File: src/rtl/fetch_unit_if.sv
// Fetch-stage bundle: instruction-memory request/response plus the ID-facing
// instruction output and redirect inputs.
interface fetch_unit_if;
  logic        imem_req;
  logic [31:0] imem_addr;
  logic        imem_ack;
  logic [31:0] imem_rdata;
  logic        id_ready;
  logic        brh;
  logic [31:0] brh_addr;
  logic        out_valid;
  logic [31:0] out_pc;
  logic [31:0] out_inst;

  modport master (
    output imem_req, imem_addr, out_valid, out_pc, out_inst,
    input  imem_ack, imem_rdata, id_ready, brh, brh_addr
  );

  modport slave (
    input  imem_req, imem_addr, out_valid, out_pc, out_inst,
    output imem_ack, imem_rdata, id_ready, brh, brh_addr
  );
endinterface

File: src/rtl/fetch_unit.sv
// Instruction fetch stage: issues sequential req/ack reads, buffers returns in a
// small prefetch queue and handles ID redirects, draining any in-flight read.
module fetch_unit #(
  parameter logic [31:0] RESET_PC = 32'h0000_0000,
  parameter int unsigned QDEPTH   = 2,
  parameter logic [31:0] NOP_INST = 32'h0000_0013
) (
  input  logic         clk,
  input  logic         rst,
  fetch_unit_if.master bus
);

  localparam int unsigned PtrW = $clog2(QDEPTH);
  localparam int unsigned CntW = PtrW + 1;
  localparam logic [CntW-1:0] Full = CntW'(QDEPTH);

  typedef enum logic [0:0] {StRun, StDrain} state_e;

  state_e            state_q, state_d;
  logic [31:0]       fetch_pc_q, fetch_pc_d;
  logic [31:0]       drain_addr_q, drain_addr_d;
  logic [CntW-1:0]   count_q, count_d;
  logic [PtrW-1:0]   rd_ptr_q, rd_ptr_d;
  logic [PtrW-1:0]   wr_ptr_q, wr_ptr_d;
  logic [31:0]       pc_mem   [QDEPTH];
  logic [31:0]       inst_mem [QDEPTH];

  logic        valid;
  logic        redirect;
  logic        push;
  logic        pop;
  logic        req;
  logic [31:0] addr;

  assign valid    = (count_q != '0);
  assign redirect = bus.brh & valid;

  always_comb begin
    state_d      = state_q;
    fetch_pc_d   = fetch_pc_q;
    drain_addr_d = drain_addr_q;
    count_d      = count_q;
    rd_ptr_d     = rd_ptr_q;
    wr_ptr_d     = wr_ptr_q;
    req          = 1'b0;
    addr         = fetch_pc_q;
    push         = 1'b0;
    pop          = 1'b0;

    unique case (state_q)
      StRun: begin
        req = rst & (count_q < Full);
        if (redirect) begin
          count_d    = '0;
          rd_ptr_d   = '0;
          wr_ptr_d   = '0;
          fetch_pc_d = bus.brh_addr & 32'hFFFF_FFFC;
          // A read that cannot be withdrawn must complete before the target is fetched
          if (req && !bus.imem_ack) begin
            state_d      = StDrain;
            drain_addr_d = fetch_pc_q;
          end
        end else begin
          push = req & bus.imem_ack;
          pop  = valid & bus.id_ready;
          if (push) begin
            wr_ptr_d   = wr_ptr_q + 1'b1;
            fetch_pc_d = fetch_pc_q + 32'd4;
          end
          if (pop) begin
            rd_ptr_d = rd_ptr_q + 1'b1;
          end
          count_d = count_q + CntW'(push) - CntW'(pop);
        end
      end
      StDrain: begin
        req  = rst;
        addr = drain_addr_q;
        if (bus.imem_ack) begin
          state_d = StRun;
        end
      end
      default: state_d = StRun;
    endcase
  end

  always_ff @(posedge clk or negedge rst) begin
    if (!rst) begin
      state_q      <= StRun;
      fetch_pc_q   <= RESET_PC & 32'hFFFF_FFFC;
      drain_addr_q <= '0;
      count_q      <= '0;
      rd_ptr_q     <= '0;
      wr_ptr_q     <= '0;
    end else begin
      state_q      <= state_d;
      fetch_pc_q   <= fetch_pc_d;
      drain_addr_q <= drain_addr_d;
      count_q      <= count_d;
      rd_ptr_q     <= rd_ptr_d;
      wr_ptr_q     <= wr_ptr_d;
    end
  end

  // Entry contents need no reset; validity is tracked by count_q
  always_ff @(posedge clk) begin
    if (push) begin
      pc_mem[wr_ptr_q]   <= fetch_pc_q;
      inst_mem[wr_ptr_q] <= bus.imem_rdata;
    end
  end

  assign bus.imem_req  = req;
  assign bus.imem_addr = addr;
  assign bus.out_valid = valid;
  assign bus.out_pc    = valid ? pc_mem[rd_ptr_q] : 32'h0;
  assign bus.out_inst  = valid ? inst_mem[rd_ptr_q] : NOP_INST;

endmodule
File: src/flat_wrapper.sv
// flat-port wrapper written by rule: the top's interface ports become plain ports
module fetch_unit_flat 
#(
  parameter logic [31:0] RESET_PC = 32'h0000_0000,
  parameter int unsigned QDEPTH   = 2,
  parameter logic [31:0] NOP_INST = 32'h0000_0013
)
  (clk, rst, bus_imem_req, bus_imem_addr, bus_out_valid, bus_out_pc, bus_out_inst, bus_imem_ack, bus_imem_rdata, bus_id_ready, bus_brh, bus_brh_addr);
  fetch_unit_if bus_i ();
  input  logic clk;
  input  logic rst;
  output wire logic [$bits(bus_i.imem_req)-1:0] bus_imem_req;
  output wire logic [$bits(bus_i.imem_addr)-1:0] bus_imem_addr;
  output wire logic [$bits(bus_i.out_valid)-1:0] bus_out_valid;
  output wire logic [$bits(bus_i.out_pc)-1:0] bus_out_pc;
  output wire logic [$bits(bus_i.out_inst)-1:0] bus_out_inst;
  input wire logic [$bits(bus_i.imem_ack)-1:0] bus_imem_ack;
  input wire logic [$bits(bus_i.imem_rdata)-1:0] bus_imem_rdata;
  input wire logic [$bits(bus_i.id_ready)-1:0] bus_id_ready;
  input wire logic [$bits(bus_i.brh)-1:0] bus_brh;
  input wire logic [$bits(bus_i.brh_addr)-1:0] bus_brh_addr;
  assign bus_imem_req = bus_i.imem_req;
  assign bus_imem_addr = bus_i.imem_addr;
  assign bus_out_valid = bus_i.out_valid;
  assign bus_out_pc = bus_i.out_pc;
  assign bus_out_inst = bus_i.out_inst;
  assign bus_i.imem_ack = bus_imem_ack;
  assign bus_i.imem_rdata = bus_imem_rdata;
  assign bus_i.id_ready = bus_id_ready;
  assign bus_i.brh = bus_brh;
  assign bus_i.brh_addr = bus_brh_addr;
  fetch_unit #(.RESET_PC(RESET_PC), .QDEPTH(QDEPTH), .NOP_INST(NOP_INST)) u_core (.clk(clk), .rst(rst), .bus(bus_i));
endmodule
File: config.mk
export PLATFORM = sky130hd
export DESIGN_NAME = fetch_unit_flat
export DESIGN_NICKNAME = d
export VERILOG_FILES = /design/src/rtl/fetch_unit_if.sv /design/src/rtl/fetch_unit.sv /design/src/flat_wrapper.sv
export SDC_FILE = /design/constraint.sdc
export NUM_CORES = 1
export LEC_CHECK = 0
export BUFFER_PORTS_ARGS = -buffer_cell sky130_fd_sc_hd__buf_4
export CAP_MARGIN = 20
export CORE_ASPECT_RATIO = 0.6
export CORE_MARGIN = 8
export CORE_UTILIZATION = 35
export CTS_CLUSTER_DIAMETER = 120
export DETAILED_ROUTE_END_ITERATION = 16
export GPL_ROUTABILITY_DRIVEN = 0
export HOLD_SLACK_MARGIN = 0.12
export MAX_ROUTING_LAYER = met4
export SKIP_CTS_REPAIR_TIMING = 1
export SLEW_MARGIN = 5
export SYNTH_ARGS = -nofsm -noshare
export SYNTH_HDL_FRONTEND = slang
export SYNTH_SLANG_ARGS = --single-unit
File: constraint.sdc
create_clock -name clk -period 5.42 [get_ports clk]
set_input_delay 0.542 -clock clk [delete_from_list [all_inputs] [get_ports clk]]
set_output_delay 0.542 -clock clk [all_outputs]
set_load 0.05 [all_outputs]
Yosys cells after proc, flatten, opt, wreduce, memory -nomap -nowiden
Memory sizes are Yosys's and may differ from the RTL's.
Cells that the tools add are included.

storage, ports and cells
  memories = 2
  output and inout port bits = 98
  input port bits = 69
  memory bits (writable) = 128
  register bits after elaboration = 69
  word-level logic and storage cells = 46

memory list
  name             depth  bits a word  read ports  clocked after Yosys merged registers in  write ports  RTL line          RTL
  u_core.inst_mem  2      32           1           0                                        1            fetch_unit.sv:26  logic [31:0] inst_mem [QDEPTH];
  u_core.pc_mem    2      32           1           0                                        1            fetch_unit.sv:25  logic [31:0] pc_mem [QDEPTH];

cells by class
  bitwise operators = 5
  reduce and logical (&&, ||, !) cells = 8
  muxes and demuxes = 19
  order comparisons = 1
  add/sub/neg operators = 5

operator list
  kind                                                             count
  32-bit 2-to-1 mux                                                5
  32-bit by 3-bit adder with 32-bit output, second input constant  1
  1-bit 2-to-1 mux                                                 11
  2-bit nonzero test                                               3
  1-bit bitwise AND                                                4
  1-bit one-hot mux with 2 select lines                            2
  2-bit AND reduction                                              2
  3-bit AND reduction                                              1
  1-bit adder, second input constant                               2
  2-bit by 1-bit adder with 2-bit output                           1
  2-bit less-than comparator, second input constant                1
  2-bit 2-to-1 mux                                                 1
  2-bit by 1-bit subtractor with 2-bit output                      1
  1-bit logical AND                                                1
  1-bit logical NOT                                                1
  1-bit NOT                                                        1

Longest topological paths before layout
  depth in word-level cells = 7
  depth in mapped cells = 10
  mapped depth without buffers = 9

Worst setup path before layout
Ideal clock, no wire load.

  kind = reg-to-reg
  start point = register u_core.count_q[1]
  end point = memory u_core.inst_mem[0][0] (enable)
  data required time = 4.936 ns
  setup slack = 1.221 ns
  stages on the path, launching flop included = 6
  period minus slack after synthesis = 4.199 ns
  arrival = 3.715 ns
  library setup time = 0.484 ns
  buffers on the path = 2
  path through = dfrtp_1 buf_6 and4bb_2 nand2_1 clkbuf_1 nor2_1

on the way
  longest elaborated chain between the ends = 7
  elaborated cells on any way between the ends = 9
  those cells by class = order compare (1); mux (4); bitwise (3); reduce/logical (1)

RTL lines
  element                                   RTL line           RTL
  start, declared                           fetch_unit.sv:22   logic [CntW-1:0] count_q, count_d;
  start signal, assigned                    fetch_unit.sv:99   count_q <= count_d;
  2-bit less-than comparator                fetch_unit.sv:52   req = rst & (count_q < Full);
  1-bit bitwise AND                         fetch_unit.sv:52
  1-bit bitwise AND                         fetch_unit.sv:64   push = req & bus.imem_ack;
  1-bit 2-to-1 mux *                        fetch_unit.sv:53   if (redirect) begin
  1-bit 2-to-1 mux *                        fetch_unit.sv:50   unique case (state_q)
  1-bit 2-to-1 mux *                        fetch_unit.sv:107  if (push) begin
  1-bit 2-to-1 mux (not written as such) *  fetch_unit.sv:109  inst_mem[wr_ptr_q] <= bus.imem_rdata;
  end, declared                             fetch_unit.sv:26

Every way passes the cells marked *; elsewhere a longest branch is shown, timed or not.

Worst setup path in the final report
  start point = register u_core.state_q
  end point = memory u_core.inst_mem[1][11] (enable)

on the way
  longest elaborated chain between the ends = 3

RTL lines
  element                                 RTL line           RTL
  start, declared                         fetch_unit.sv:19   state_e state_q, state_d;
  start signal, assigned                  fetch_unit.sv:89   state_q <= StRun;
  start signal, assigned                  fetch_unit.sv:96   state_q <= state_d;
  1-bit 2-to-1 mux                        fetch_unit.sv:50
  1-bit 2-to-1 mux                        fetch_unit.sv:107
  1-bit 2-to-1 mux (not written as such)  fetch_unit.sv:109

Every way passes these cells.

==> results.md <==
* Commonest non-fill, non-tap cell in the layout: buf_4
* Final ANT Viol Nets at 0
* Synth Flop Type: edfxtp_1
* IO Count at 167
* Placement-stage worst setup slack at 2010 ps
* TNS Setup at 0 ps
* Multi-input gate area at 2850 µm²
* DR WL/cell at 19.9 µm
* Clock Skew at around 11 ps
* RSZ-0062 raised after global routing: false
* Critical Path Start Type: flip-flop
* Final WL at 22.4 mm
* Crit path time final at between 3000 and 4000 ps
* Critical path endpoint category: flip-flop
* Max Freq at 320 MHz
* Clk pwr share at between 10% and 20%
* Commonest cells after routing, fill and taps aside: buf_4, edfxtp_1, nor2_1
* Gr ovfl total at 0
* Synth Area in Adders at less than 1%
* Final period utilization at between 50 and 60%
* Clk pin slew, worst setup/hold paths at 70 ps
* Clock root cell: clkbuf_16
* Synth Area in Simple Gates at between 10% and 20%
* Reg power frac at 35.1%
* Worst vdd ir at ~320 µV
* Core area at 23900 µm²
* Die Height at roughly 140 µm
* Psw at ~3.1 mW
* R2R cell count at 4
* Ys Warns at 0
* Cell Area, Placed at just under 10000 µm²
* Share of post-route cells with drive strength above 1 at between 30% and 40%
* Clock Tree Buf Depth at 2
* First-pass GRT wire length at 34.3 mm
* Rows at 44
* Die area at 29500 µm²
* Largest net degree at the start of global routing at 66
* Net Sw Frac at about 46%
* Syn-to-layout area delta at 25.6%
* Synth cell types at 57
* CTS buffer count at 17
* Depth of the worst hold-timing path at 1
* Launching point of the worst reg2reg path: u_core.state_q$_DFF_PN0_
* Pins Over Slew Limit at 0
* PD cells at ~650 nW/µm²
* Number of H-tree levels at 4
* Slew margin rel. at a little over a third
* Combinational Power Share at roughly 46%
* Fill count at around 2200
* Mean cell area of the mapped netlist at between 10 and 15 µm²
* Number of vias per cell at roughly 5
* Critical Path RT at approximately 5500 ps
* Final setup margin at ~2300 ps
* 1st-iter DRT viols at approximately 470
* Crit path kind: reg -> reg
* Sequential cell area fraction in the yosys report at between 60% and 70%
* Reg2reg setup slack at 2290 ps
* Worst slew pin tran at 951 ps
* Internal power at 3.70 mW
* Largest family of logic cells by synthesized area: multiplexers
* Number of synthesized flops with an enable pin at 124
* Status: finished clean
* Max-cap violations at 0
* Synth Register Bits at approximately 190
* Clk sinks at roughly 190
* Final hold violations at 0
* Compound-Gate Fraction of Synth Area at under 10%
* FFs w/ async S/R, synth at about a third
* Final setup fails at 0
* Vias in the first global route at 5560
* Critical Path AT at between 3000 and 4000 ps
* HPWL Detailed at 15.4 mm
* FF-to-FF End: u_core.inst_mem[1][11]$_DFFE_PP_
* Skew-Pair Late Insertion Delay at about 430 ps
* Layout Nets at 860
* Initial antenna violation count at 0
* P_leak at 4.08 nW
* Initial Utilization at about a third
* Reg area at between 5000 and 6000 µm²
* Die X at between 200 and 250 µm
* Via Count at about 5700
* Total GRT Usage at between 10% and 20%
* Min-Delay Endpoint: u_core.inst_mem[1][7]$_DFFE_PP_
* Crit path max fanout at 36
* IO Port Bufs at 160
* CTS tree: built
* Synth Cell Area at approximately 8400 µm²
* # DRC at 0
* Hold crit path type: in -> reg
* Cells after synthesis at 633
* Min-delay src: bus_imem_rdata[7]
* Post-synthesis mux area share at 15.1%
* Post-Synth XOR/XNOR Area at less than 1%
* Final cell area excluding filler cells at 10600 µm²
* DR pass1 iterations at 7
==> worst max-delay path, cell delays in order, from the launching register on <==
cell,delay (ps)
dfrtp_2,640
buf_4,340
and4bb_2,440
and3_2,860
buf_4,490
==> cells in the mapped netlist (2+ instances only) <==
cell type | n | area, µm²
a31oi_1 | 10 | 62.6
nand3_1 | 17 | 85.1
clkbuf_1 | 18 | 67.6
a21o_1 | 3 | 22.5
dfrtp_1 | 65 | 1630
nand2_2 | 2 | 12.5
o21ai_0 | 24 | 120
o211ai_1 | 2 | 15.0
edfxtp_1 | 124 | 3720
nor2_1 | 85 | 319
o311ai_1 | 5 | 43.8
mux2_1 | 4 | 45.0
nand4_2 | 3 | 37.5
a21oi_1 | 17 | 85.1
nor3_2 | 2 | 20.0
xor2_1 | 3 | 26.3
nand2_1 | 31 | 116
and2_1 | 3 | 18.8
a211oi_1 | 2 | 15.0
mux2i_1 | 63 | 631
buf_6 | 4 | 45.0
a22oi_1 | 4 | 30.0
o21ai_2 | 2 | 17.5
and3_1 | 5 | 31.3
nand4_1 | 14 | 87.6
nor3_1 | 4 | 20.0
buf_4 | 5 | 37.5
mux2_2 | 53 | 597
o22a_1 | 4 | 35.0
a311oi_1 | 6 | 52.6
nor4_4 | 2 | 42.5
inv_1 | 9 | 33.8
buf_2 | 12 | 60.1
ha_1 | 3 | 37.5
==> area by class of cell <==
class | instances | area share, %
sequential | 189 | 50.6
multi-input combinational | 397 | 26.9
timing repair buffer | 173 | 12.7
clock buffer | 18 | 4.06
tap | 322 | 3.81
clock inverter | 13 | 1.54
inverter | 10 | 0.355
antenna | 1 | 0.0236
==> worst max path at each step <==
stage / depth (start not counted) / start / end / slack [ps]
5_1_grt: 4 / u_core.state_q$_DFF_PN0_ / u_core.inst_mem[1][27]$_DFFE_PP_ / 2080
6_report: 4 / u_core.state_q$_DFF_PN0_ / u_core.inst_mem[1][11]$_DFFE_PP_ / 2290
4_1_cts: 5 / u_core.state_q$_DFF_PN0_ / u_core.inst_mem[0][5]$_DFFE_PP_ / 1990
2_1_floorplan: 5 / u_core.count_q[1]$_DFFE_PN0N_ / u_core.inst_mem[0][0]$_DFFE_PP_ / 1220
3_3_place_gp: 5 / u_core.state_q$_DFF_PN0_ / u_core.inst_mem[0][2]$_DFFE_PP_ / 2020
3_5_place_dp: 5 / u_core.state_q$_DFF_PN0_ / u_core.inst_mem[0][2]$_DFFE_PP_ / 2010
==> state kept, by name (all words and copies together), names as in the netlist <==
| register | flops |
|---|---|
| u_core.count_q | 2 |
| u_core.drain_addr_q | 30 |
| u_core.fetch_pc_q | 30 |
| u_core.rd_ptr_q | 1 |
| u_core.wr_ptr_q | 1 |
| u_core.inst_mem | 64 |
| u_core.pc_mem | 60 |
| u_core.state_q | 1 |
==> stage by stage <==
step,power (mW),instances,utilization (%),hold WS (ps)
floorplan,4.55,636,-,246
global placement,5.54,1086,41.5,359
detailed placement,5.58,1086,41.5,358
CTS,6.87,1117,43.9,-105
global route,7.19,1122,44.3,270
finish,6.83,1123,44.3,299
==> cells by family after synthesis <==
logic type,after synthesis
DFF,189
and+or+nand+nor,177
muxes,120
AOI/OAI and AO/OA,89
buffers and inverters,50
xor gates and xnor gates,4
adders and majority gates,3
other,1
==> layer usage <==
layer  wire, µm  up-vias  GRT usage, %
met1      11600     2810          23.6
li1           -     2667             -
met5          0        -             -
met2       9200      208          20.5
met4        121        0          2.47
met3       1490       13          4.27
==> power groups by stage <==
stage | Clock (mW) | Sequential [mW] | Combinational, mW
after global placement | 0 | 2.47 | 3.07
after floorplan | 0 | 2.17 | 2.38
after detailed placement | 0 | 2.49 | 3.09
final | 1.28 | 2.40 | 3.15
after CTS | 1.31 | 2.46 | 3.09
after global routing | 1.38 | 2.45 | 3.36
Power figures use the tool's default switching activity.
